**src/rtl/dm_pkg.sv**
```systemverilog
// Shared constants for the data-memory arbiter and region decoder: region map,
// FSM state encoding and the latched-transaction record.
package dm_pkg;

  localparam logic [31:0] STATIC_BEGIN = 32'h0000_0000;
  localparam logic [31:0] STATIC_END   = 32'h0000_07FF;
  localparam logic [31:0] HEAP_BEGIN   = 32'h0000_1000;
  localparam logic [31:0] HEAP_END     = 32'h0000_17FF;
  localparam logic [31:0] STACK_BEGIN  = 32'h0000_2000;
  localparam logic [31:0] STACK_END    = 32'h0000_27FF;

  localparam logic [1:0] S_IDLE   = 2'd0;
  localparam logic [1:0] S_ACCESS = 2'd1;
  localparam logic [1:0] S_RESP   = 2'd2;

  typedef struct packed {
    logic        port;
    logic        we;
    logic        err;
    logic [31:0] addr;
    logic [31:0] wd;
  } dm_txn_t;

endpackage

```
**src/rtl/dm_region_decode.sv**
```systemverilog
// Combinational address decode against the static/heap/stack map; err flags
// misaligned word accesses and addresses that hit no region.
module dm_region_decode
  import dm_pkg::*;
#(
  parameter logic [31:0] P_STATIC_BEGIN = STATIC_BEGIN,
  parameter logic [31:0] P_STATIC_END   = STATIC_END,
  parameter logic [31:0] P_HEAP_BEGIN   = HEAP_BEGIN,
  parameter logic [31:0] P_HEAP_END     = HEAP_END,
  parameter logic [31:0] P_STACK_BEGIN  = STACK_BEGIN,
  parameter logic [31:0] P_STACK_END    = STACK_END
) (
  input  logic [31:0] i_addr,
  output logic        o_hit_static,
  output logic        o_hit_heap,
  output logic        o_hit_stack,
  output logic        o_err
);

  assign o_hit_static = (i_addr >= P_STATIC_BEGIN) && (i_addr <= P_STATIC_END);
  assign o_hit_heap   = (i_addr >= P_HEAP_BEGIN)   && (i_addr <= P_HEAP_END);
  assign o_hit_stack  = (i_addr >= P_STACK_BEGIN)  && (i_addr <= P_STACK_END);
  assign o_err = (i_addr[1:0] != 2'b00) | ~(o_hit_static | o_hit_heap | o_hit_stack);

endmodule

```
**src/rtl/dm_arbiter.sv**
```systemverilog
// Round-robin two-port arbiter in front of the single-port data memory.
// Each access runs grant -> access -> response; a new grant may overlap the response.
module dm_arbiter
  import dm_pkg::*;
(
  input  logic        clk_i,
  input  logic        rst_i,
  input  logic        p0_req_i,
  input  logic        p0_we_i,
  input  logic [31:0] p0_addr_i,
  input  logic [31:0] p0_wd_i,
  output logic        p0_gnt_o,
  output logic        p0_rvalid_o,
  output logic [31:0] p0_rdata_o,
  output logic        p0_err_o,
  input  logic        p1_req_i,
  input  logic        p1_we_i,
  input  logic [31:0] p1_addr_i,
  input  logic [31:0] p1_wd_i,
  output logic        p1_gnt_o,
  output logic        p1_rvalid_o,
  output logic [31:0] p1_rdata_o,
  output logic        p1_err_o,
  output logic [31:0] mem_addr_o,
  output logic [31:0] mem_wd_o,
  output logic        mem_we_o,
  input  logic [31:0] mem_rd_i
);

  logic [1:0]  r_state;
  logic        r_rr_last;
  dm_txn_t     r_txn;
  logic [31:0] r_rdata;

  logic        w_gnt_ok, w_gnt0, w_gnt1, w_access, w_resp;
  logic [31:0] w_req_addr;
  logic        w_hit_static, w_hit_heap, w_hit_stack, w_dec_err, w_err;

  assign w_access = (r_state == S_ACCESS);
  assign w_resp   = (r_state == S_RESP);

  // Gated by rst_i so every output is 0 while reset is held, even with reqs up.
  assign w_gnt_ok = ~rst_i & ((r_state == S_IDLE) | w_resp);
  assign w_gnt0   = w_gnt_ok & p0_req_i & (~p1_req_i | r_rr_last);
  assign w_gnt1   = w_gnt_ok & p1_req_i & (~p0_req_i | ~r_rr_last);
  assign p0_gnt_o = w_gnt0;
  assign p1_gnt_o = w_gnt1;

  assign w_req_addr = w_gnt1 ? p1_addr_i : p0_addr_i;

  dm_region_decode u_decode (
    .i_addr       (w_req_addr),
    .o_hit_static (w_hit_static),
    .o_hit_heap   (w_hit_heap),
    .o_hit_stack  (w_hit_stack),
    .o_err        (w_dec_err)
  );

  assign w_err = w_dec_err | ~(w_hit_static | w_hit_heap | w_hit_stack);

  always_ff @(posedge clk_i or posedge rst_i) begin
    if (rst_i) begin
      r_state   <= S_IDLE;
      r_rr_last <= 1'b1;
      r_txn     <= '0;
      r_rdata   <= '0;
    end else if (w_gnt0 | w_gnt1) begin
      r_txn.port <= w_gnt1;
      r_txn.we   <= w_gnt1 ? p1_we_i : p0_we_i;
      r_txn.err  <= w_err;
      r_txn.addr <= w_req_addr;
      r_txn.wd   <= w_gnt1 ? p1_wd_i : p0_wd_i;
      r_rr_last  <= w_gnt1;
      r_state    <= S_ACCESS;
    end else if (w_access) begin
      r_rdata <= (r_txn.we | r_txn.err) ? 32'h0 : mem_rd_i;
      r_state <= S_RESP;
    end else begin
      r_state <= S_IDLE;
    end
  end

  // Address/data keep showing the last transaction; only the strobe is qualified.
  assign mem_addr_o = r_txn.addr;
  assign mem_wd_o   = r_txn.wd;
  assign mem_we_o   = w_access & r_txn.we & ~r_txn.err;

  assign p0_rvalid_o = w_resp & ~r_txn.port;
  assign p1_rvalid_o = w_resp & r_txn.port;
  assign p0_rdata_o  = p0_rvalid_o ? r_rdata : 32'h0;
  assign p1_rdata_o  = p1_rvalid_o ? r_rdata : 32'h0;
  assign p0_err_o    = p0_rvalid_o & r_txn.err;
  assign p1_err_o    = p1_rvalid_o & r_txn.err;

endmodule

```
**config.mk**
```make
export PLATFORM = sky130hd
export DESIGN_NAME = dm_arbiter
export DESIGN_NICKNAME = d
export VERILOG_FILES = /design/src/rtl/dm_pkg.sv /design/src/rtl/dm_region_decode.sv /design/src/rtl/dm_arbiter.sv
export SDC_FILE = /design/constraint.sdc
export NUM_CORES = 1
export LEC_CHECK = 0
export ABC_AREA = 0
export CELL_PAD_IN_SITES_DETAIL_PLACEMENT = 0
export CELL_PAD_IN_SITES_GLOBAL_PLACEMENT = 2
export CORE_UTILIZATION = 23
export CTS_CLUSTER_DIAMETER = 120
export DETAILED_ROUTE_END_ITERATION = 7
export MAX_ROUTING_LAYER = met4
export PLACE_DENSITY_LB_ADDON = 0.1
export SYNTH_ARGS = -nofsm -noshare
export SYNTH_HDL_FRONTEND = slang
export SYNTH_HIERARCHICAL = 1
export SYNTH_SLANG_ARGS = --single-unit
```
**constraint.sdc**
```tcl
create_clock -name clk_i -period 5 [get_ports clk_i]
set_input_delay 1.5 -clock clk_i [delete_from_list [all_inputs] [get_ports clk_i]]
set_output_delay 1.5 -clock clk_i [all_outputs]
set_load 0.01 [all_outputs]
```
==> impl_metrics.env <==
export IMPL_place_ws_ns=0.3364
export IMPL_timing_final_ws_setup_ns=0.3419
export IMPL_insertion_delay_ns=0.35
export IMPL_status="complete, no violations"
export IMPL_start_util=0.2361
export IMPL_core_area_mm2=0.02533
export IMPL_cts_root_buf="clkbuf_16"
export IMPL_path_clk_slew_ns=0.07
export IMPL_n_antenna_cell=0
export IMPL_leakagePower_nw=3.881
export IMPL_grt_pass1_vias=5439
export IMPL_cts_buffer_depth=2
export IMPL_cp_data_required_time_ns=3.50
export IMPL_grt_max_degree=67
export IMPL_die_height_um=163.3
export IMPL_hold_viol=0
export IMPL_syn_to_final_growth_pct=52.53
export IMPL_worst_slew_margin_rel=0.2790
export IMPL_rows=58
export IMPL_p_total_mw=2.729
export IMPL_io_pins=301
export IMPL_cts_setup_buffers=0
export IMPL_rsz0062_at_grt="false"
export IMPL_syn_avg_cell_area_um2=10.28
export IMPL_fmax_ghz=0.2147
export IMPL_antenna_found_initial=0
export IMPL_layout_commonest_cell="clkdlybuf4s50_1"
export IMPL_hp_start="r_rdata[22]$_DFFE_PP0P_"
export IMPL_wire_per_inst_um=19.78
export IMPL_syn_cell_area_mm2=0.005981
export IMPL_setup_viol=0
export IMPL_syn_nets=748
export IMPL_tns_ns=0
export IMPL_via_per_inst=4.845
export IMPL_crit_type="in2out"
export IMPL_postCtsHoldBufs=0
export IMPL_die_area_mm2=0.02665
export IMPL_cts_max_level=3
export IMPL_timing_rr_end="r_txn[64]$_DFFE_PP0P_"
export IMPL_hold_end="r_rdata[22]$_DFFE_PP0P_"
export IMPL_wl_mm=22.13
export IMPL_critPathLaunchType="input pin"
export IMPL_drive_above_1_share=0.05450
export IMPL_grt_total_usage=0.1686
export IMPL_final_cell_mix="clkdlybuf4s50_1, dfrtp_1, and3_1, and2_1, nor3b_1"
export IMPL_dp_hpwl_mm=15.44
export IMPL_cts_resized_gates=0
export IMPL_port_buffers=300
export IMPL_min_path_type="reg2reg"
export IMPL_synth_warnings=6
export IMPL_r2r_start="r_rr_last$_DFFE_PP1P_"
export IMPL_syn_inst=582
export IMPL_clock_sinks=102
export IMPL_grt_overflow_total=0
export IMPL_arrival_ns=3.16
export IMPL_period_needed_ns=4.658
export IMPL_r2r_cells=9
export IMPL_die_w_um=163.3
export IMPL_worst_ir_drop_vdd_v=0.0001296
export IMPL_path_max_fanout=4
export IMPL_nets=951
export IMPL_period_share=0.9316
export IMPL_cts_tree="yes"
export IMPL_drtIter0Drc=253
export IMPL_gp_congestion=0.7499
export IMPL_remaining_drc_errors=0
export IMPL_numCtsBuffers=9
export IMPL_holdWs_ns=0.5161
export IMPL_postRouteAntennaNets=0
export IMPL_powerDensity_mw_per_mm2=299.1
export IMPL_hold_depth=1
export IMPL_dr_pass1_iters=4
export IMPL_end_kind="output port"
export IMPL_grt_pass1_wl_mm=33.23
export IMPL_tightest_slew_ns=1.081
export IMPL_drv_cap=0
export IMPL_drv_slew=0
export IMPL_rrSetupSlack_ns=2.27
export IMPL_vias=5421
export IMPL_fin_skew_ns=0.01215
-- layer usage --
| layer | vias to the layer above | part of all wire | global-route usage |
|---|---|---|---|
| li1 | 2495 | - | - |
| met1 | 2692 | 0.45 | 0.2219 |
| met2 | 216 | 0.48 | 0.2673 |
| met3 | 18 | 0.054 | 0.02362 |
| met4 | 0 | 0.015 | 0.05013 |
| met5 | - | 0 | - |
-- worst max path at each step --
stage | slack, ns | to | startpoint
floorplan | 0.83 | mem_addr_o[0]$_DFFE_PP0P_ | rst_i
global placement | 0.34 | p1_gnt_o | p1_req_i
detailed placement | 0.34 | p1_gnt_o | p1_req_i
CTS | 0.32 | p1_gnt_o | p1_req_i
global route | 0.27 | p1_gnt_o | p1_req_i
finish | 0.34 | p1_gnt_o | p1_req_i
-- flip-flops by register name (all words and copies together) (netlist names) --
signal      flops
mem_wd_o       32
mem_addr_o     32
r_state         2
r_rr_last       1
r_rdata        32
r_txn           3
-- metrics by stage --
| stage | area [µm²] | instances | utilization |
|---|---|---|---|
| finish | 9123 | 1119 | 0.3602 |
| global route | 9123 | 1119 | 0.3602 |
| CTS | 9123 | 1119 | 0.3602 |
| detailed placement | 8811 | 1104 | 0.3479 |
| global placement | 8811 | 1104 | 0.3479 |
| floorplan | 5981 | 582 | - |
-- report_power, final --
| part | internal, mW | total (mW) | leakage (nW) | switching [mW] |
|---|---|---|---|---|
| registers | 0.980 | 1.09 | 1.27 | 0.110 |
| logic | 0.510 | 0.863 | 2.46 | 0.353 |
| clock network | 0.437 | 0.776 | 0.152 | 0.339 |
-- critical path, cell delays in order --
cell and delay (ns):
clkdlybuf4s50_1 0.63, nor3b_4 0.30, nand2_4 0.07, inv_1 0.05
clkdlybuf4s50_1 0.60
-- final cells by class --
cell class	instances	area (µm²)
well taps	330	412.9
flip-flops and latches	102	2554
fillers	2539	16200
repair buffers	313	3126
clock buffers	9	225.2
inverters	5	21.27
clock inverters	6	86.33
multi-input cells	354	2698
No activity file was read; power rests on OpenSTA's default activity.
